$ cat src/rtl/ps2_event_arbiter_pkg.sv
// Shared constants for the PS2 event arbiter: button codes, player ids and
// output-slot state encoding.
package ps2_pkg;

  localparam int unsigned NBTN = 10;

  localparam logic [3:0] BTN_CIRCLE   = 4'd1;
  localparam logic [3:0] BTN_CROSS    = 4'd2;
  localparam logic [3:0] BTN_SQUARE   = 4'd3;
  localparam logic [3:0] BTN_TRIANGLE = 4'd4;
  localparam logic [3:0] BTN_LEFT     = 4'd5;
  localparam logic [3:0] BTN_RIGHT    = 4'd6;
  localparam logic [3:0] BTN_UP       = 4'd7;
  localparam logic [3:0] BTN_DOWN     = 4'd8;
  localparam logic [3:0] BTN_R1       = 4'd9;
  localparam logic [3:0] BTN_START    = 4'd10;

  localparam logic PLAYER1 = 1'b0;
  localparam logic PLAYER2 = 1'b1;

  typedef enum logic {
    SLOT_EMPTY = 1'b0,
    SLOT_FULL  = 1'b1
  } slot_state_e;

endpackage

$ cat src/rtl/ps2_event_arbiter_if.sv
// Valid/ready event channel from the arbiter (master) to the game logic (slave).
interface ps2_event_arbiter_if;
  logic       ev_valid;
  logic       ev_ready;
  logic       ev_player;
  logic [3:0] ev_button;

  modport master (output ev_valid, output ev_player, output ev_button, input ev_ready);
  modport slave  (input ev_valid, input ev_player, input ev_button, output ev_ready);
endinterface

$ cat src/rtl/ps2_event_arbiter_pending_bank.sv
// Per-player edge detector and pending-press register; optional auto-repeat
// hold counter when PS2_EVENT_REPEAT_EN is defined.
module ps2_pending_bank
  import ps2_pkg::*;
#(
  parameter int unsigned NBTN = ps2_pkg::NBTN
`ifdef PS2_EVENT_REPEAT_EN
  , parameter int unsigned REPEAT_DELAY  = 25000000
  , parameter int unsigned REPEAT_PERIOD = 5000000
`endif
) (
  input  logic                        clock,
  input  logic                        reset,
  input  logic                        flush,
  input  logic [NBTN-1:0]             c_i,
  input  logic [NBTN-1:0]             grant_mask_i,
  output logic [NBTN-1:0]             pend_o,
  output logic [$clog2(NBTN+1)-1:0]   drop_o
);

  localparam int unsigned DROP_W = $clog2(NBTN + 1);

  function automatic logic [DROP_W-1:0] popcount(input logic [NBTN-1:0] v);
    logic [DROP_W-1:0] n;
    n = '0;
    for (int i = 0; i < NBTN; i++) begin
      n = n + DROP_W'(v[i]);
    end
    return n;
  endfunction

  logic [NBTN-1:0] c_q;
  logic [NBTN-1:0] pend_q, pend_d;
  logic [NBTN-1:0] rise_s, keep_s, rep_set_s;

  assign rise_s = c_i & ~c_q;
  assign keep_s = pend_q & ~grant_mask_i;

`ifdef PS2_EVENT_REPEAT_EN
  logic [24:0] hold_q, hold_d;

  // Hold counter: restarts on any level change, counts while held, reloads after each repeat
  always_comb begin
    hold_d    = hold_q;
    rep_set_s = '0;
    if (flush || (c_i != c_q) || (c_i == '0)) begin
      hold_d = 25'd0;
    end else if (hold_q == 25'(REPEAT_DELAY - 1)) begin
      hold_d    = 25'(REPEAT_DELAY - REPEAT_PERIOD);
      rep_set_s = c_i;
    end else begin
      hold_d = hold_q + 25'd1;
    end
  end

  // Hold counter register
  always_ff @(posedge clock or posedge reset) begin
    if (reset) begin
      hold_q <= 25'd0;
    end else begin
      hold_q <= hold_d;
    end
  end
`else
  assign rep_set_s = '0;
`endif

  // Next pending set: flush wins, otherwise a new rise beats the grant clear
  always_comb begin
    if (flush) begin
      pend_d = '0;
    end else begin
      pend_d = keep_s | rise_s | rep_set_s;
    end
  end

  // Level history and pending register
  always_ff @(posedge clock or posedge reset) begin
    if (reset) begin
      c_q    <= '0;
      pend_q <= '0;
    end else begin
      c_q    <= c_i;
      pend_q <= pend_d;
    end
  end

  assign pend_o = pend_q;
  assign drop_o = flush ? '0 : popcount(rise_s & keep_s);

endmodule

$ cat src/rtl/ps2_event_arbiter.sv
// Turns two players' button levels into a round-robin stream of press events.
// Build option: PS2_EVENT_REPEAT_EN enables hold-to-repeat.
module ps2_event_arbiter
  import ps2_pkg::*;
#(
  parameter int unsigned NBTN = ps2_pkg::NBTN
`ifdef PS2_EVENT_REPEAT_EN
  , parameter int unsigned REPEAT_DELAY  = 25000000
  , parameter int unsigned REPEAT_PERIOD = 5000000
`endif
) (
  input  logic                clock,
  input  logic                reset,
  input  logic [NBTN-1:0]     c1,
  input  logic [NBTN-1:0]     c2,
  input  logic                flush,
  ps2_event_arbiter_if.master ev,
  output logic [7:0]          drop_cnt
);

  localparam int unsigned DROP_W = $clog2(NBTN + 1);

  function automatic logic [3:0] lowest_code(input logic [NBTN-1:0] v);
    logic [3:0] code;
    code = 4'd0;
    for (int i = NBTN - 1; i >= 0; i--) begin
      if (v[i]) begin
        code = 4'(i + 1);
      end
    end
    return code;
  endfunction

  logic [NBTN-1:0]   pend1_s, pend2_s, grant1_s, grant2_s, sel_pend_s, onehot_s;
  logic [DROP_W-1:0] drop1_s, drop2_s;
  logic              any1_s, any2_s, sel_player_s, load_s;
  logic [3:0]        code_s;
  logic [8:0]        drop_sum_s;
  logic [7:0]        drop_cnt_q, drop_cnt_d;
  slot_state_e       state_q;
  logic              ev_player_q, rr_last_q;
  logic [3:0]        ev_button_q;

`ifdef PS2_EVENT_REPEAT_EN
  ps2_pending_bank #(.NBTN(NBTN), .REPEAT_DELAY(REPEAT_DELAY), .REPEAT_PERIOD(REPEAT_PERIOD)) u_bank1 (
`else
  ps2_pending_bank #(.NBTN(NBTN)) u_bank1 (
`endif
    .clock(clock), .reset(reset), .flush(flush), .c_i(c1),
    .grant_mask_i(grant1_s), .pend_o(pend1_s), .drop_o(drop1_s)
  );

`ifdef PS2_EVENT_REPEAT_EN
  ps2_pending_bank #(.NBTN(NBTN), .REPEAT_DELAY(REPEAT_DELAY), .REPEAT_PERIOD(REPEAT_PERIOD)) u_bank2 (
`else
  ps2_pending_bank #(.NBTN(NBTN)) u_bank2 (
`endif
    .clock(clock), .reset(reset), .flush(flush), .c_i(c2),
    .grant_mask_i(grant2_s), .pend_o(pend2_s), .drop_o(drop2_s)
  );

  assign any1_s = |pend1_s;
  assign any2_s = |pend2_s;

  // Player pick: a lone requester wins, a tie goes to whoever was not served last
  always_comb begin
    if (any1_s && any2_s) begin
      sel_player_s = ~rr_last_q;
    end else if (any2_s) begin
      sel_player_s = PLAYER2;
    end else begin
      sel_player_s = PLAYER1;
    end
  end

  assign sel_pend_s = (sel_player_s == PLAYER2) ? pend2_s : pend1_s;
  assign code_s     = lowest_code(sel_pend_s);
  assign load_s     = !flush && ((state_q == SLOT_EMPTY) || ev.ev_ready) && (any1_s || any2_s);

  // One-hot of the granted button
  always_comb begin
    onehot_s = '0;
    for (int i = 0; i < NBTN; i++) begin
      onehot_s[i] = (code_s == 4'(i + 1));
    end
  end

  assign grant1_s = (load_s && (sel_player_s == PLAYER1)) ? onehot_s : '0;
  assign grant2_s = (load_s && (sel_player_s == PLAYER2)) ? onehot_s : '0;

  // Output slot FSM with registered event fields and round-robin memory
  always_ff @(posedge clock or posedge reset) begin
    if (reset) begin
      state_q     <= SLOT_EMPTY;
      ev_player_q <= 1'b0;
      ev_button_q <= 4'd0;
      rr_last_q   <= PLAYER2;
    end else if (flush) begin
      state_q <= SLOT_EMPTY;
    end else begin
      case (state_q)
        SLOT_EMPTY: begin
          if (load_s) begin
            state_q     <= SLOT_FULL;
            ev_player_q <= sel_player_s;
            ev_button_q <= code_s;
            rr_last_q   <= sel_player_s;
          end
        end
        SLOT_FULL: begin
          if (load_s) begin
            ev_player_q <= sel_player_s;
            ev_button_q <= code_s;
            rr_last_q   <= sel_player_s;
          end else if (ev.ev_ready) begin
            state_q <= SLOT_EMPTY;
          end
        end
        default: begin
          state_q <= SLOT_EMPTY;
        end
      endcase
    end
  end

  assign drop_sum_s = 9'(drop_cnt_q) + 9'(drop1_s) + 9'(drop2_s);

  // Saturating coalesced-press counter
  always_comb begin
    if (drop_sum_s > 9'd255) begin
      drop_cnt_d = 8'hFF;
    end else begin
      drop_cnt_d = drop_sum_s[7:0];
    end
  end

  // Drop counter register; only reset clears it
  always_ff @(posedge clock or posedge reset) begin
    if (reset) begin
      drop_cnt_q <= 8'd0;
    end else begin
      drop_cnt_q <= drop_cnt_d;
    end
  end

  assign ev.ev_valid  = (state_q == SLOT_FULL);
  assign ev.ev_player = ev_player_q;
  assign ev.ev_button = ev_button_q;
  assign drop_cnt     = drop_cnt_q;

endmodule
$ cat src/flat_wrapper.sv
// flat-port wrapper written by rule: the top's interface ports become plain ports
module ps2_event_arbiter_flat import ps2_pkg::*;
#(
  parameter int unsigned NBTN = ps2_pkg::NBTN

)
  (clock, reset, c1, c2, flush, drop_cnt, ev_ev_valid, ev_ev_player, ev_ev_button, ev_ev_ready);
  ps2_event_arbiter_if ev_i ();
  input  logic clock;
  input  logic reset;
  input  logic [NBTN-1:0] c1;
  input  logic [NBTN-1:0] c2;
  input  logic flush;
  output logic [7:0] drop_cnt;
  output wire logic [$bits(ev_i.ev_valid)-1:0] ev_ev_valid;
  output wire logic [$bits(ev_i.ev_player)-1:0] ev_ev_player;
  output wire logic [$bits(ev_i.ev_button)-1:0] ev_ev_button;
  input wire logic [$bits(ev_i.ev_ready)-1:0] ev_ev_ready;
  assign ev_ev_valid = ev_i.ev_valid;
  assign ev_ev_player = ev_i.ev_player;
  assign ev_ev_button = ev_i.ev_button;
  assign ev_i.ev_ready = ev_ev_ready;
  ps2_event_arbiter #(.NBTN(NBTN)) u_core (.clock(clock), .reset(reset), .c1(c1), .c2(c2), .flush(flush), .ev(ev_i), .drop_cnt(drop_cnt));
endmodule
$ cat config.mk
export PLATFORM = sky130hd
export DESIGN_NAME = ps2_event_arbiter_flat
export DESIGN_NICKNAME = d
export VERILOG_FILES = /design/src/rtl/ps2_event_arbiter_pkg.sv /design/src/rtl/ps2_event_arbiter_if.sv /design/src/rtl/ps2_event_arbiter_pending_bank.sv /design/src/rtl/ps2_event_arbiter.sv /design/src/flat_wrapper.sv
export SDC_FILE = /design/constraint.sdc
export NUM_CORES = 1
export LEC_CHECK = 0
export CORE_ASPECT_RATIO = 1.75
export CORE_UTILIZATION = 45
export CTS_CLUSTER_SIZE = 16
export DETAILED_ROUTE_END_ITERATION = 16
export PLACE_DENSITY = 0.66
export SLEW_MARGIN = 15
export SYNTH_ARGS = -nofsm -noshare
export SYNTH_HDL_FRONTEND = slang
export SYNTH_HIERARCHICAL = 1
export SYNTH_SLANG_ARGS = --single-unit
$ cat constraint.sdc
create_clock -name clock -period 8.5 [get_ports clock]
set_input_delay 1.7 -clock clock [delete_from_list [all_inputs] [get_ports clock]]
set_output_delay 1.7 -clock clock [all_outputs]
set_load 0.02 [all_outputs]
After elaboration in Yosys (flattened, before gate mapping)
Index checks and enable logic that the tools add are counted.
{"block": "word_totals", "regBits": 55, "inputBits": 24, "output_inout_bits": 14, "wordCells": 94}
{"block": "op_classes", "add_sub_neg": 20, "n_lt_le_gt_ge": 1, "eq_ne": 10, "n_mux": 27, "bitwise_logic": 16, "n_reduce_logical": 11}
{"operator": "$and 10x10->10", "count": 6}
{"operator": "$mux 4", "count": 13}
{"operator": "$mux 10", "count": 5}
{"operator": "$add 4x1->4", "count": 12}
{"operator": "$not 10->10", "count": 4}
{"operator": "$or 10x10->10", "count": 2}
{"operator": "$reduce_or 10->1", "count": 2}
{"operator": "$eq 4x3->1 const B", "count": 4}
{"operator": "$eq 4x4->1 const B", "count": 3}
{"operator": "$add 8x4->9", "count": 1}
{"operator": "$add 9x4->9", "count": 1}
{"operator": "$gt 9x8->1 const B", "count": 1}
{"operator": "$add 3x1->4", "count": 2}
{"operator": "$eq 4x2->1 const B", "count": 2}
{"operator": "$mux 8", "count": 1}
{"operator": "$mux 1", "count": 7}
{"operator": "$add 2x1->3", "count": 2}
{"operator": "$logic_and 1x1->1", "count": 5}
{"operator": "$add 1x1->2", "count": 2}
{"operator": "$eq 4x1->1 const B", "count": 1}
{"operator": "$not 1->1", "count": 4}
{"operator": "$logic_or 1x1->1", "count": 2}
{"operator": "$pmux 1 s2", "count": 1}
{"operator": "$reduce_and 2->1", "count": 1}
{"operator": "$logic_not 1->1", "count": 1}

Logic depth before layout (Yosys ltp)
Gate-level depths: netlist of the first run.
{"block": "depth", "depth_word": 33, "mapped_depth": 29}

By module
The synthesis of the first run kept the hierarchy.
{"module": "ps2_pending_bank", "instances": 2, "cells_each": 84, "area_each_um2": 1016.0, "seq_area_each_um2": 500.5}
{"module": "ps2_event_arbiter", "instances": 1, "cells_each": 153, "area_each_um2": 1366.3, "seq_area_each_um2": 376.6}

Least setup slack after synthesis of the first run
OpenSTA, ideal clock, no wires.
{"block": "synth_timing", "path_kind": "input to register", "start": "input port ev_ev_ready", "end": "register u_core.drop_cnt_q[7] (netlist: u_core/drop_cnt[7])", "setup_ps": 119, "t_arrival_ps": 6789, "t_required_ps": 8381, "slack_ps": 1592, "path_stages": 27, "path_cell_list": "nor2b_1 > nor2_1 > o21ai_1 > nor2b_1 > o41ai_1 > nor3_1 > nand2b_1 > nor2_1 > fa_1 > inv_1 > fa_1 > fa_1 > inv_1 > ha_1 > inv_1 > fa_1 > xnor2_1 > nor2_2 > fa_1 > inv_1 > fa_1 > nor2b_1 > o21ai_0 > nand2b_1 > and3_1 > nand3_1 > o21a_1"}
{"block": "synth_between", "elab_chain_cells": 22, "elab_cells_between_ends": 37}
{"element": "start, declared", "line_no": "flat_wrapper.sv:18", "text": "input wire logic [$bits(ev_i.ev_ready)-1:0] ev_ev_ready;"}
{"element": "$logic_or 1x1->1 *", "line_no": "ps2_event_arbiter.sv:78", "text": "assign load_s = !flush && ((state_q == SLOT_EMPTY) || ev.ev_ready) && (any1_s || any2_s);"}
{"element": "$logic_and 1x1->1 * (2 in series)", "line_no": "ps2_event_arbiter.sv:78"}
{"element": "$logic_and 1x1->1 *", "line_no": "ps2_event_arbiter.sv:88", "text": "assign grant1_s = (load_s && (sel_player_s == PLAYER1)) ? onehot_s : '0;"}
{"element": "$mux 10 *", "line_no": "ps2_event_arbiter.sv:88"}
{"element": "via u_core.grant1_s[1]", "line_no": "ps2_event_arbiter.sv:34", "text": "logic [NBTN-1:0] pend1_s, pend2_s, grant1_s, grant2_s, sel_pend_s, onehot_s;"}
{"element": "$not 10->10 *", "line_no": "ps2_event_arbiter_pending_bank.sv:37", "text": "assign keep_s = pend_q & ~grant_mask_i;"}
{"element": "$and 10x10->10 *", "line_no": "ps2_event_arbiter_pending_bank.sv:37"}
{"element": "$and 10x10->10 *", "line_no": "ps2_event_arbiter_pending_bank.sv:89", "text": "assign drop_o = flush ? '0 : popcount(rise_s & keep_s);"}
{"element": "(+3 left out)"}
{"element": "$add 4x1->4 * (6 in series)", "line_no": "ps2_event_arbiter_pending_bank.sv:27", "text": "n = n + DROP_W'(v[i]);"}
{"element": "$mux 4 *", "line_no": "ps2_event_arbiter_pending_bank.sv:89"}
{"element": "via u_core.drop1_s[2]", "line_no": "ps2_event_arbiter.sv:35", "text": "logic [DROP_W-1:0] drop1_s, drop2_s;"}
{"element": "$add 8x4->9 *", "line_no": "ps2_event_arbiter.sv:126", "text": "assign drop_sum_s = 9'(drop_cnt_q) + 9'(drop1_s) + 9'(drop2_s);"}
{"element": "$add 9x4->9 *", "line_no": "ps2_event_arbiter.sv:126"}
{"element": "$gt 9x8->1", "line_no": "ps2_event_arbiter.sv:130", "text": "if (drop_sum_s > 9'd255) begin"}
{"element": "$mux 8 *", "line_no": "ps2_event_arbiter.sv:130"}
{"element": "via u_core.drop_cnt_d[7]", "line_no": "ps2_event_arbiter.sv:39", "text": "logic [7:0] drop_cnt_q, drop_cnt_d;"}
{"element": "end signal, assigned", "line_no": "ps2_event_arbiter.sv:142", "text": "drop_cnt_q <= drop_cnt_d;"}
{"element": "end, declared", "line_no": "ps2_event_arbiter.sv:39"}
The timed path passes the listed nets; every way through them passes the cells marked *.
A chain may end at the register's enable or synchronous reset.

Final worst setup path of the first run
{"block": "layout_timing", "start": "input port flush", "end": "register u_core.drop_cnt_q[7] (netlist: u_core/drop_cnt[7])"}
{"block": "layout_between", "elab_chain_cells": 22, "elab_cells_between_ends": 37}
{"element": "start, declared", "line_no": "flat_wrapper.sv:13", "text": "input logic flush;"}
{"element": "$logic_not 1->1 *", "line_no": "ps2_event_arbiter.sv:78"}
{"element": "$logic_and 1x1->1 * (2 in series)", "line_no": "ps2_event_arbiter.sv:78"}
{"element": "$logic_and 1x1->1 *", "line_no": "ps2_event_arbiter.sv:88"}
{"element": "$mux 10 *", "line_no": "ps2_event_arbiter.sv:88"}
{"element": "via u_core.grant1_s[1]", "line_no": "ps2_event_arbiter.sv:34"}
{"element": "$not 10->10 *", "line_no": "ps2_event_arbiter_pending_bank.sv:37"}
{"element": "$and 10x10->10 *", "line_no": "ps2_event_arbiter_pending_bank.sv:37"}
{"element": "$and 10x10->10 *", "line_no": "ps2_event_arbiter_pending_bank.sv:89"}
{"element": "(+3 left out)"}
{"element": "$add 4x1->4 * (6 in series)", "line_no": "ps2_event_arbiter_pending_bank.sv:27"}
{"element": "$mux 4 *", "line_no": "ps2_event_arbiter_pending_bank.sv:89"}
{"element": "via u_core.drop1_s[2]", "line_no": "ps2_event_arbiter.sv:35"}
{"element": "$add 8x4->9 *", "line_no": "ps2_event_arbiter.sv:126"}
{"element": "$add 9x4->9 *", "line_no": "ps2_event_arbiter.sv:126"}
{"element": "$gt 9x8->1", "line_no": "ps2_event_arbiter.sv:130"}
{"element": "$mux 8 *", "line_no": "ps2_event_arbiter.sv:130"}
{"element": "via u_core.drop_cnt_d[7]", "line_no": "ps2_event_arbiter.sv:39"}
Marks and branches as above.

==> impl_metrics.json, run 1 <==
{
  "run_status": "finished clean",
  "synth-seq-area-share_pct": 40.54,
  "cts.sink_count": 55,
  "met2_usage_pct": 39.14,
  "clk_pin_slew_worst_paths_ps": 70,
  "insertion_delay_ps": 290,
  "post-route-period-util_pct": 89.53,
  "final-setup-viol-count": 0,
  "number_of_nets_at_the_end_of_the_flow": 411,
  "syn_to_final_growth_pct": 17.71,
  "drc_violation_count_after_routing": 0,
  "gr-total-overflow": 0,
  "core.rowCount": 41,
  "syn_avg_cell_area_um2": 10.59,
  "die-area_um2": 7917,
  "p_sw_w": 0.0002781,
  "clock_skew_ps": 6.317,
  "seqPwrFrac_pct": 40.1,
  "post-dp-hpwl_mm": 5.915,
  "synth_ff_type": "sky130_fd_sc_hd__dfrtp_1",
  "maxCapViolCount": 0,
  "htreeDepth": 2,
  "pins_over_their_slew_limit": 0,
  "die_w_um": 67.69,
  "hold_path_class": "reg -> reg",
  "worstMarginPinSlew_ps": 826.5,
  "cp-startpoint": "flush",
  "total_core_area_um2": 7233,
  "r2r_slack_ps": 1250,
  "routabilityCongestion": 0.9774,
  "power_frac_comb_pct": 33.0,
  "layout.cells.most_common": "sky130_fd_sc_hd__dfrtp_1",
  "period_minus_slack_ps": 7610,
  "critical_path.max_fanout": 10,
  "cp.required_ps": 8680,
  "final_cell_mix": "sky130_fd_sc_hd__dfrtp_1, sky130_fd_sc_hd__clkdlybuf4s50_1, sky130_fd_sc_hd__nand2b_1",
  "globalRouteMet1Util_pct": 22.62,
  "effective_utilization_at_floorplan_pct": 46.98,
  "yosysWarnings": 6,
  "drive_above_1_share_pct": 14.36,
  "place_worst_setup_slack_ps": 646.4,
  "globalRouteTotalUtil_pct": 21.45,
  "buffers_added_on_ports": 37,
  "fmax_mhz": 131.4,
  "hold_path_startpoint": "u_core/ev.ev_button[2]",
  "slew_headroom_pct": 44.84,
  "synth_edf_count": 0,
  "postLayoutSetupSlackWorst_ps": 889.6,
  "num_antenna_cells": 0,
  "worst_setup_path_start_kind": "primary input",
  "cts-root-buf": "sky130_fd_sc_hd__clkbuf_16",
  "grt_util_met3_pct": 2.810,
  "antenna_found_initial": 0,
  "synth_fp_nets": 370,
  "first_global_vias": 2616,
  "cts.path.max_buffers": 2,
  "ant_nets": 0,
  "grt_first_pass_wirelength_mm": 12.47,
  "worst_ir_drop_vdd_mv": 0.1321,
  "placed_cells": 441,
  "vias": 2411,
  "cts_hold_repair.buffers": 0,
  "post-cts-setup-buffers": 0,
  "synthesis.area_um2": 3398,
  "boundaryPins": 38,
  "die-height_um": 117.0,
  "synthDistinctLibCells": 42,
  "fin_worst_hold_slack_ps": 501.1,
  "grt_start_max_net_pins": 30,
  "cellLeakagePower_nw": 1.649,
  "timing.setup.critical_path_class": "in -> reg",
  "totalWireLength_mm": 7.514,
  "final-instance-count-excl-fill": 448,
  "synth-async-reset-ratio_pct": 100.0,
  "ys_ff_latch": 55,
  "clock_power_share_pct": 26.9,
  "fin_tns_setup_ps": 0,
  "detail_route.wl_per_cell_um": 16.77,
  "arrival_ps": 7790,
  "drt_pre_antenna_iters": 4,
  "power_density_nw_per_um2": 210.3,
  "tritoncts": "done",
  "post-layout-total-power_w": 0.0008412,
  "reg2reg_from": "u_core/u_bank2/pend_o[8]",
  "grt_most_used_layer": "met2",
  "cts-buffers-inserted": 5,
  "endpoint_kind": "flip-flop",
  "power.switching_fraction_pct": 33.06,
  "initialDrtViolationCount": 108,
  "rsz0062_at_grt": "no",
  "cts.repair.resized": 0,
  "route.detailed.vias_per_inst": 5.382,
  "finalHoldViolations": 0,
  "cell_internal_pwr_w": 0.0005631,
  "synthesis.instances": 321
}
==> registers in the layout, indices dropped and copies added, names as in the netlist <==
| name | count |
|---|---|
| u_core/ev.ev_button | 4 |
| u_core/u_bank1/c_q | 10 |
| u_core/ev.ev_player | 1 |
| u_core/u_bank2/c_q | 10 |
| u_core/rr_last_q | 1 |
| u_core/drop_cnt | 8 |
| u_core/u_bank2/pend_o | 10 |
| u_core/ev.ev_valid | 1 |
| u_core/u_bank1/pend_o | 10 |
==> cell usage after synthesis (3+ instances only) <==
| cell type | instances | area share, % |
|---|---|---|
| sky130_fd_sc_hd__dfrtp_1 | 54 | 40 |
| sky130_fd_sc_hd__and2_1 | 3 | 0.55 |
| sky130_fd_sc_hd__nand2_1 | 10 | 1.1 |
| sky130_fd_sc_hd__ha_1 | 8 | 2.9 |
| sky130_fd_sc_hd__a21oi_1 | 21 | 3.1 |
| sky130_fd_sc_hd__mux2_2 | 3 | 0.99 |
| sky130_fd_sc_hd__nand2b_1 | 33 | 6.1 |
| sky130_fd_sc_hd__fa_1 | 17 | 10 |
| sky130_fd_sc_hd__inv_1 | 26 | 2.9 |
| sky130_fd_sc_hd__a21o_1 | 5 | 1.1 |
| sky130_fd_sc_hd__or2_1 | 6 | 1.1 |
| sky130_fd_sc_hd__buf_6 | 4 | 1.3 |
| sky130_fd_sc_hd__mux2i_1 | 4 | 1.2 |
| sky130_fd_sc_hd__o21ai_0 | 8 | 1.2 |
| sky130_fd_sc_hd__nor2_1 | 22 | 2.4 |
| sky130_fd_sc_hd__nor2_2 | 4 | 0.74 |
| sky130_fd_sc_hd__a21oi_2 | 16 | 4.1 |
| sky130_fd_sc_hd__nor2b_1 | 11 | 2.0 |
| sky130_fd_sc_hd__nand2b_4 | 10 | 4.1 |
| sky130_fd_sc_hd__xnor2_1 | 3 | 0.77 |
| sky130_fd_sc_hd__nor3_1 | 18 | 2.7 |
| sky130_fd_sc_hd__nand3_1 | 7 | 1.0 |
==> worst paths after layout <==
| path | cells after the start | end |
|---|---|---|
| hold / removal | 2 | u_core/ev.ev_button[2] |
| hold reg to reg | 2 | u_core/ev.ev_button[2] |
| max in group asynchronous | 2 | u_core/u_bank1/c_q[6] |
| setup / recovery | 28 | u_core/drop_cnt[7] |
| min in group asynchronous | 2 | u_core/drop_cnt[4] |
| setup reg to reg | 27 | u_core/drop_cnt[7] |
==> critical path, cell delays in order <==
cell                              delay, ps
sky130_fd_sc_hd__clkdlybuf4s50_1        510
sky130_fd_sc_hd__nor2_1                 130
sky130_fd_sc_hd__o21ai_1                 70
sky130_fd_sc_hd__buf_4                  160
sky130_fd_sc_hd__nor2b_1                310
sky130_fd_sc_hd__o41ai_1                180
sky130_fd_sc_hd__nor3_1                 140
sky130_fd_sc_hd__nand2b_1               160
sky130_fd_sc_hd__nor2_1                  70
sky130_fd_sc_hd__fa_1                   510
sky130_fd_sc_hd__inv_1                   60
sky130_fd_sc_hd__fa_1                   500
sky130_fd_sc_hd__fa_1                   480
sky130_fd_sc_hd__inv_1                   80
sky130_fd_sc_hd__ha_1                   170
sky130_fd_sc_hd__inv_1                   60
sky130_fd_sc_hd__fa_1                   380
sky130_fd_sc_hd__xnor2_1                230
sky130_fd_sc_hd__nor2_2                  60
sky130_fd_sc_hd__fa_1                   540
sky130_fd_sc_hd__inv_1                   70
sky130_fd_sc_hd__fa_1                   440
sky130_fd_sc_hd__nor2b_1                170
sky130_fd_sc_hd__o21ai_0                100
sky130_fd_sc_hd__nand2b_1               120
sky130_fd_sc_hd__and3_1                 200
sky130_fd_sc_hd__nand3_1                 80
sky130_fd_sc_hd__o21a_1                 110
==> logic make-up (layout without fill, tap and decap cells) <==
kind of cell	after synthesis	in the layout	share of synthesized area [%]
flip-flops	55	55	40.54
adder cells (fa/ha/maj)	25	25	12.96
buffers and inverters	31	72	4.344
multiplexers	9	9	3.240
AND/OR/NAND/NOR	137	137	26.03
XOR/XNOR	3	3	0.7733
AO/OA/AOI/OAI	61	61	12.11
==> area by class of cell <==
type | instances | area (um2)
inverter | 26 | 97.59
clock inverter | 1 | 30.03
clock buffer | 6 | 128.9
fill | 654 | 3233
multi-input combinational | 235 | 1873
timing repair buffer | 39 | 385.4
tap | 86 | 107.6
sequential | 55 | 1378
==> power groups by stage <==
| stage | registers, W | clock network (W) | logic (W) |
|---|---|---|---|
| global placement | 0.000343 | 0 | 0.000278 |
| floorplan | 0.000361 | 0 | 0.000158 |
| finish | 0.000337 | 0.000226 | 0.000278 |
| global route | 0.000342 | 0.000241 | 0.000310 |
| detailed placement | 0.000343 | 0 | 0.000278 |
| CTS | 0.000338 | 0.000234 | 0.000280 |
==> stage by stage <==
step	cell area [um2]	util (%)
floorplan	3398	-
global placement	3841	53.11
detailed placement	3841	53.11
CTS	4000	55.30
global route	4000	55.30
finish	4000	55.30
==> layer usage <==
metal | routed length, um | up-vias
met2 | 4091 | 56
li1 | - | 1155
met1 | 2859 | 1182
met4 | 371 | 0
met5 | 0 | -
met3 | 191 | 18
(Power assumes the default switching activity.)
==> run 2, diff against run 1 <==
==> constraint.sdc (replaced) <==
create_clock -name clock -period 9.5 [get_ports clock]
set_input_delay 1.9 -clock clock [delete_from_list [all_inputs] [get_ports clock]]
set_output_delay 1.9 -clock clock [all_outputs]
set_load 0.02 [all_outputs]
==> run 2 against run 1 <==
- register-to-register slack better by 1000 ps
- core utilization decreased by 0.35 points
- clock power down 20%
- largest power group unchanged
- sequential power is 11% lower
- sequential share of layout area is 0.22 points higher
==> impl_metrics.json, run 2 (synthesis results as in run 1) <==
{
  "worst_hold_path.num_cells": 1,
  "clk_pin_slew_worst_paths_ps": 70,
  "arrival_ps": 8300,
  "hold_path_class": "reg -> reg",
  "vias": 2433,
  "cp.required_ps": 9640,
  "r2r_worst_path_depth": 25,
  "cts-buffers-inserted": 5,
  "rsz0062_at_grt": "no",
  "first_global_vias": 2515,
  "finalHoldViolations": 0,
  "cts.path.max_buffers": 2,
  "htreeDepth": 2,
  "hold_path_startpoint": "u_core/drop_cnt[6]",
  "power_density_nw_per_um2": 184.2,
  "core.rowCount": 41,
  "ff_latch_area_um2": 1378,
  "run_status": "finished clean",
  "endpoint_kind": "flip-flop",
  "clock_skew_ps": 7.323,
  "post-dp-hpwl_mm": 5.814,
  "worst_r2r_endpoint": "u_core/drop_cnt[3]",
  "r2r_slack_ps": 2270,
  "worst_setup_path_start_kind": "primary input",
  "drc_violation_count_after_routing": 0,
  "pins_over_their_slew_limit": 0,
  "area_used_by_multi_input_combinational_logic_um2": 1873,
  "detailroute.wirelength.met2_mm": 3.974,
  "reg2reg_from": "u_core/u_bank2/pend_o[8]",
  "cp-startpoint": "flush",
  "worst_ir_drop_vdd_mv": 0.09809,
  "number_of_nets_at_the_end_of_the_flow": 410,
  "hold_path_end": "u_core/drop_cnt[6]",
  "insertion_delay_ps": 290,
  "critical_path.max_fanout": 31,
  "tritoncts": "done",
  "effective_utilization_at_floorplan_pct": 46.98,
  "postLayoutCoreUtil_pct": 54.96,
  "slew_headroom_pct": 47.48,
  "drt_pre_antenna_iters": 4,
  "cellLeakagePower_nw": 1.634,
  "timing.setup.critical_path_class": "in -> reg",
  "fillers": 664,
  "met3WireLength_um": 263,
  "die_w_um": 67.69,
  "maxCapViolCount": 0,
  "post-route-period-util_pct": 85.87,
  "detail_route.wl_per_cell_um": 16.33,
  "final-setup-viol-count": 0,
  "grt_start_max_net_pins": 32,
  "globalRouteTotalUtil_pct": 20.65,
  "fmax_mhz": 122.6,
  "ant_nets": 0,
  "gr-total-overflow": 0,
  "cts.repair.resized": 0,
  "total_core_area_um2": 7233,
  "highest_layer": "met4",
  "die-height_um": 117.0,
  "post-cts-setup-buffers": 0,
  "cts_hold_repair.buffers": 0,
  "grt_first_pass_wirelength_mm": 11.85,
  "routabilityCongestion": 0.9386,
  "totalWireLength_mm": 7.314,
  "boundaryPins": 38,
  "antenna_found_initial": 0,
  "syn_to_final_growth_pct": 16.97,
  "num_antenna_cells": 0,
  "cts-root-buf": "sky130_fd_sc_hd__clkbuf_16",
  "cts.sink_count": 55,
  "wirelength_met1_mm": 2.721,
  "die-area_um2": 7917,
  "initialDrtViolationCount": 104,
  "final_cell_mix": "sky130_fd_sc_hd__dfrtp_1, sky130_fd_sc_hd__clkdlybuf4s50_1, sky130_fd_sc_hd__nand2b_1",
  "buffers_added_on_ports": 37,
  "period_minus_slack_ps": 8158,
  "layout.cells.most_common": "sky130_fd_sc_hd__dfrtp_1",
  "fin_tns_setup_ps": 0,
  "worstMarginPinSlew_ps": 787.0,
  "drive_above_1_share_pct": 14.36,
  "route.detailed.vias_per_inst": 5.431
}
[run 2: cell count changes in the layout (fill, tap and decap cells not counted), sizes merged]
cell,change
bufinv,-1
clkinv,+1
clkinvlp,+1
buf,-1
[run 2: layer usage]
layer	vias up	global-route usage, %
met2	70	37.10
met5	-	0
met4	0	13.19
met3	23	3.295
met1	1181	21.42
li1	1159	-
[run 2: final cells by class]
class,instances,share of cell area (%)
sequential,55,34.66
timing repair buffer,38,9.506
inverter,26,2.455
clock inverter,2,0.3148
clock buffer,6,3.242
multi-input combinational,235,47.12
tap,86,2.707
[run 2: how the worst max path moves through the flow]
stage / slack [ps] / endpoint
6_report: 1340 / u_core/drop_cnt[3]
5_1_grt: 780 / u_core/drop_cnt[3]
4_1_cts: 1310 / u_core/drop_cnt[3]
3_5_place_dp: 1050 / u_core/drop_cnt[3]
3_3_place_gp: 1120 / u_core/drop_cnt[3]
2_1_floorplan: 2390 / u_core/drop_cnt[7]
[run 2: power by group]
part           leakage, nW  switching (W)  internal [W]
registers            0.678      0.0000334      0.000268
clock network       0.0669      0.0000826     0.0000975
logic                0.889       0.000137      0.000114
total                 1.63       0.000253      0.000479
[run 2: worst max-delay path: stages]
cell                              delay, ps
sky130_fd_sc_hd__clkdlybuf4s50_1        460
sky130_fd_sc_hd__buf_4                  400
sky130_fd_sc_hd__nor2_1                 100
sky130_fd_sc_hd__o21ai_1                330
sky130_fd_sc_hd__nor2b_1                210
sky130_fd_sc_hd__nand3_1                160
sky130_fd_sc_hd__nor3_1                  50
sky130_fd_sc_hd__nand2b_1               180
sky130_fd_sc_hd__nor2_1                 260
sky130_fd_sc_hd__fa_1                   440
sky130_fd_sc_hd__inv_1                   70
sky130_fd_sc_hd__fa_1                   430
sky130_fd_sc_hd__fa_1                   490
sky130_fd_sc_hd__inv_1                   70
sky130_fd_sc_hd__ha_1                   170
sky130_fd_sc_hd__inv_1                   60
sky130_fd_sc_hd__fa_1                   370
sky130_fd_sc_hd__xnor2_1                200
sky130_fd_sc_hd__nor2_2                  60
sky130_fd_sc_hd__fa_1                   500
sky130_fd_sc_hd__ha_1                   320
sky130_fd_sc_hd__a21o_1                 180
sky130_fd_sc_hd__a21oi_1                180
sky130_fd_sc_hd__nor2b_1                 90
sky130_fd_sc_hd__o2111ai_1              400
sky130_fd_sc_hd__o21ai_0                190
[run 2: stage by stage]
step / setup WS [ps] / power (W) / hold WS, ps / instances / instance area [um2]
after floorplan: 2392 / 0.0004645 / 486.5 / 321 / 3398
after global placement: 1119 / 0.0005543 / 493.5 / 440 / 3834
after detailed placement: 1045 / 0.0005567 / 508.9 / 440 / 3834
after CTS: 1312 / 0.0007421 / 522.9 / 448 / 3975
after global routing: 777.4 / 0.0007770 / 539.1 / 448 / 3975
final: 1342 / 0.0007323 / 521.1 / 448 / 3975
==> RTL edit 1: new RTL, settings of run 1 <==
Add a define of `PS2_EVENT_REPEAT_EN`.
--- a/src/rtl/ps2_event_arbiter_pending_bank.sv
+++ b/src/rtl/ps2_event_arbiter_pending_bank.sv
@@ -2,2 +2,4 @@
 // hold counter when PS2_EVENT_REPEAT_EN is defined.
+`define PS2_EVENT_REPEAT_EN
+
 module ps2_pending_bank
Behaviour: no difference found for any inputs over 4 cycles, from zero or initial values and one cycle with reset high; that may be too few to reach the edited logic, so the function may still have changed.
==> RTL edit 1 against run 1 <==
  * Non-clock buffer count is 2 higher
  * Final area is 85% higher
  * Global-route usage is 0.19 points lower
  * Die area is 92% higher
  * Sequential power is 69% higher
  * Worst setup slack better by 0.14 ns
  * Sequential cell count is 50 higher
  * Synthesized area is 94% higher
  * Routed wire length is 98% higher
  * Total power is 54% higher
  * First-iteration DRC count is 94% higher
  * Clock skew is 0.0034 ns higher
  * Largest cell class unchanged
==> RTL edit 1: results (changes against run 1) <==
setup_path:
  cp-start-kind: "input port"
  reg2reg_slack_ns: 1.40  # +0.15 ns
  r2r_start: "u_core/u_bank2/pend_o[9]$_DFF_PP0_"
  startpoint: "ev_ev_ready"
  worst_r2r_path_depth: 23  # -15%
  critPathCapture: "u_core/drop_cnt[3]$_DFF_PP0_"
  worstPathArrival_ns: 7.67  # -0.12 ns
  cp_slowest_cell: "fa_1"
synth:
  async_flop_share_pct: 100.0  # unchanged
  ys_seq_area_share_pct: 39.82  # -0.72 points
  yosys_most_used_dff: "dfrtp_1"
  synth_area_leaders: "dfrtp_1 39%, ha_1 6.8%, fa_1 5.2%"
  syn_nets: 760  # +110%
  avgSynthCellArea_um2: 9.665  # -8.7%
  synth_common_cells: "104 x dfrtp_1, 48 x nand2_1, 47 x inv_1"
  synth_cell_type_count: 61  # +45%
route:
  drt_pass1_iterations: 5  # +1
  wire_per_inst_um: 16.46  # -1.9%
  dr_total_vias: 5197  # +120%
  drt_iter0_markers: 210  # +94%
  drt_wl_total_um: 14840  # +98%
hold_path:
  worstHoldStart: "u_core/u_bank1/hold_q[0]$_DFF_PP0_"
  hold_path_depth: 1  # -1
  worst_hold_path.endpoint: "u_core/u_bank1/hold_q[0]$_DFF_PP0_"
layout:
  fillCellCount: 1335  # +100%
  reg_top3: "u_core/u_bank1/hold_q x25, u_core/u_bank2/hold_q x25"
  final_core_util_pct: 51.59  # -3.7 points
  nNetsFinal: 794  # +93%
  drive_gt1_share_pct: 6.371  # -8.0 points
place:
  gp_congestion: 0.9099  # -6.9%
  portBuffers: 37  # unchanged
  hpwl_um: 11390  # +93%
  dp_cells: 886  # +100%
  post-place-ws_ns: 0.6940  # +0.04756 ns
  placed_cell_area_mm2: 0.007107  # +85%
clock_network:
  htree_levels: 3  # +1
  cts_made_buffers: 9  # +4
  clk_latency_ns: 0.34  # +0.05 ns
  cts_resized: 0  # unchanged
  root_buffer: "clkbuf_16"
power:
  peakVddDrop_uv: 119.7  # -9.4%
  p_leak_nw: 3.164  # +92%
sta:
  whs_ns: 0.4630  # -0.03810 ns
  fin_skew_ns: 0.009746  # +0.003430 ns
  fmax_mhz: 133.8  # +1.8%
  max_slew_margin_pct: 41.98  # -2.9 points
global_routing:
  grt_pass1_vias: 5506  # +110%
  grtUsageTotal_pct: 21.26  # -0.19 points
  grt_max_degree: 52  # +73%
  grt_pass1_wl_um: 25400  # +100%
run_status:
  status: "completed"
RTL edit 1: cell families (layout without fill, tap and decap cells):
family          count (synthesis)  after routing  share of synthesized area (%)
flops                         105            105                          39.82
buf+inv                        65            104                          4.492
mux                             9              9                          1.668
fa+ha+maj                      53             53                          11.98
xor+xnor                       25             25                          3.317
compound gates                118            118                          11.05
simple gates                  308            308                          27.67
RTL edit 1: routing by layer:
metal	global-route usage (%)	vias up	wire length (um)
met5	0	-	0
met4	12.24	0	727
met3	2.949	49	372
met2	40.07	112	8310
met1	21.83	2535	5432
li1	-	2501	-
RTL edit 1: layout make-up:
type / instances / area share (%)
inverter: 47 / 2.380
multi-input combinational: 513 / 49.59
tap: 180 / 3.038
timing repair buffer: 41 / 5.401
clock inverter: 5 / 0.8608
sequential: 105 / 35.46
clock buffer: 11 / 3.274
RTL edit 1: power breakdown:
part,internal (mW),switching (mW)
Sequential,0.537,0.0334
Clock,0.239,0.190
Combinational,0.132,0.167
==> RTL edit 2: new RTL, settings of run 1 <==
Made on the original files. Take the reset off `c_q` and load it in a clocked block of its own.
--- a/src/rtl/ps2_event_arbiter_pending_bank.sv
+++ b/src/rtl/ps2_event_arbiter_pending_bank.sv
@@ -79,8 +79,10 @@
     if (reset) begin
-      c_q    <= '0;
       pend_q <= '0;
     end else begin
-      c_q    <= c_i;
       pend_q <= pend_d;
     end
+  end
+
+  always_ff @(posedge clock) begin
+    c_q <= c_i;
   end
Formal check against the unedited RTL: not equivalent (a bounded check fails within 4 cycles, from zero or initial values and one cycle with reset high).
==> RTL edit 2 against run 1 <==
  * Synthesized area is 2.9% lower
  * Final area down 2.5%
  * Sequential cell count did not move
  * Worst setup slack got worse by 0.020 ns
  * Register-to-register slack better by 0.15 ns
  * Synthesized cell count stayed put
  * Die area down 2.9%
  * Total power fell by 1.0%
  * Routed wire length is 3.7% lower
  * Critical path type unchanged
  * Largest cell class unchanged
==> RTL edit 2: results (changes against run 1) <==
place:
  gp_congestion: 0.8907  # -8.9%
  portBuffers: 37  # unchanged
  hpwl_um: 5745  # -2.9%
  placed_cell_area_mm2: 0.003741  # -2.6%
synth:
  synth_area_leaders: "dfrtp_1 26%, dfxtp_1 12%, fa_1 10%"
  synth_common_cells: "34 x dfrtp_1, 33 x nand2b_1, 26 x inv_1"
  synth_cell_type_count: 43  # +2.4%
  async_flop_share_pct: 63.64  # -36 points
  ys_seq_area_share_pct: 38.73  # -1.8 points
global_routing:
  grtUsageTotal_pct: 21.18  # -0.27 points
  grt_pass1_vias: 2445  # -6.5%
  grt_max_degree: 26  # -13%
  grt_pass1_wl_um: 11880  # -4.7%
route:
  dr_total_vias: 2343  # -2.8%
  drt_iter0_markers: 79  # -27%
  drt_wl_total_um: 7235  # -3.7%
  drt_pass1_iterations: 6  # +2
hold_path:
  hold_path_class: "reg2reg"
  worstHoldStart: "u_core/u_bank2/c_q[4]$_DFF_P_"
setup_path:
  reg2reg_slack_ns: 1.40  # +0.15 ns
  cp_max_fo: 7  # -3
  startpoint: "flush"
  worst_path_largest_cell_delay_ns: 0.63  # +0.09 ns
  worst_r2r_path_depth: 25  # -7.4%
  cp_slowest_cell: "clkdlybuf4s50_1"
power:
  peakVddDrop_uv: 140.3  # +6.2%
  p_leak_nw: 1.586  # -3.8%
layout:
  drive_gt1_share_pct: 14.88  # +0.51 points
sta:
  fin_skew_ns: 0.004339  # -0.001977 ns
  worst_pin_slew_ns: 0.6851  # -0.1414 ns
run_status:
  status: "completed"
[RTL edit 2: report_power, final]
group / leakage (nW) / internal (mW) / switching [mW]
combinational: 0.894 / 0.127 / 0.149
sequential: 0.613 / 0.298 / 0.0369
clock: 0.0790 / 0.120 / 0.101
[RTL edit 2: routing by layer]
layer	part of all wire (%)	GRT usage [%]
met5	0	0
met3	3.0	3.472
met1	39	23.39
met4	3.8	10.07
met2	54	38.18
[RTL edit 2: layout make-up]
cell class | count | area (um2)
Clock buffer | 6 | 138.9
Timing Repair Buffer | 39 | 385.4
Tap cell | 86 | 107.6
Sequential cell | 55 | 1277
Multi-Input combinational cell | 235 | 1873
Clock inverter | 2 | 20.02
Fill cell | 645 | 3231
Inverter | 26 | 97.59
[RTL edit 2: logic make-up after synthesis]
logic type / count (synthesis) / synth area share, %
buffers and inverters: 31 / 4.476
xor gates and xnor gates: 3 / 0.7968
muxes: 9 / 3.338
adders and majority gates: 25 / 13.35
and+or+nand+nor: 137 / 26.82
AOI/OAI and AO/OA: 61 / 12.48
DFF: 55 / 38.73
[RTL edit 2: worst min-delay path, cell delays in order, from the launching register on]
cell,delay [ns]
dfxtp_1,0.31
nand2b_4,0.11
a21oi_2,0.04
[RTL edit 2: worst paths after layout]
path	end
worst max-delay path	u_core/drop_cnt[3]$_DFF_PP0_
worst min-delay path	u_core/u_bank2/pend_o[4]$_DFF_PP0_
worst max register to register	u_core/drop_cnt[3]$_DFF_PP0_
worst min register to register	u_core/u_bank2/pend_o[4]$_DFF_PP0_
max in group asynchronous	u_core/drop_cnt[0]$_DFF_PP0_
min in group asynchronous	u_core/u_bank2/pend_o[2]$_DFF_PP0_
[RTL edit 2: through the flow]
| stage | instances | util, % | power, mW | setup slack (ns) | hold slack (ns) |
|---|---|---|---|---|---|
| after detailed placement | 441 | 52.47 | 0.6178 | 0.5985 | 0.4779 |
| after CTS | 449 | 54.69 | 0.8414 | 0.9134 | 0.4969 |
| after global placement | 441 | 52.47 | 0.6155 | 0.7080 | 0.4707 |
| final | 449 | 54.69 | 0.8324 | 0.8700 | 0.4938 |
| after floorplan | 321 | - | 0.5170 | 1.592 | 0.4713 |
| after global routing | 449 | 54.69 | 0.8803 | 0.3469 | 0.5161 |
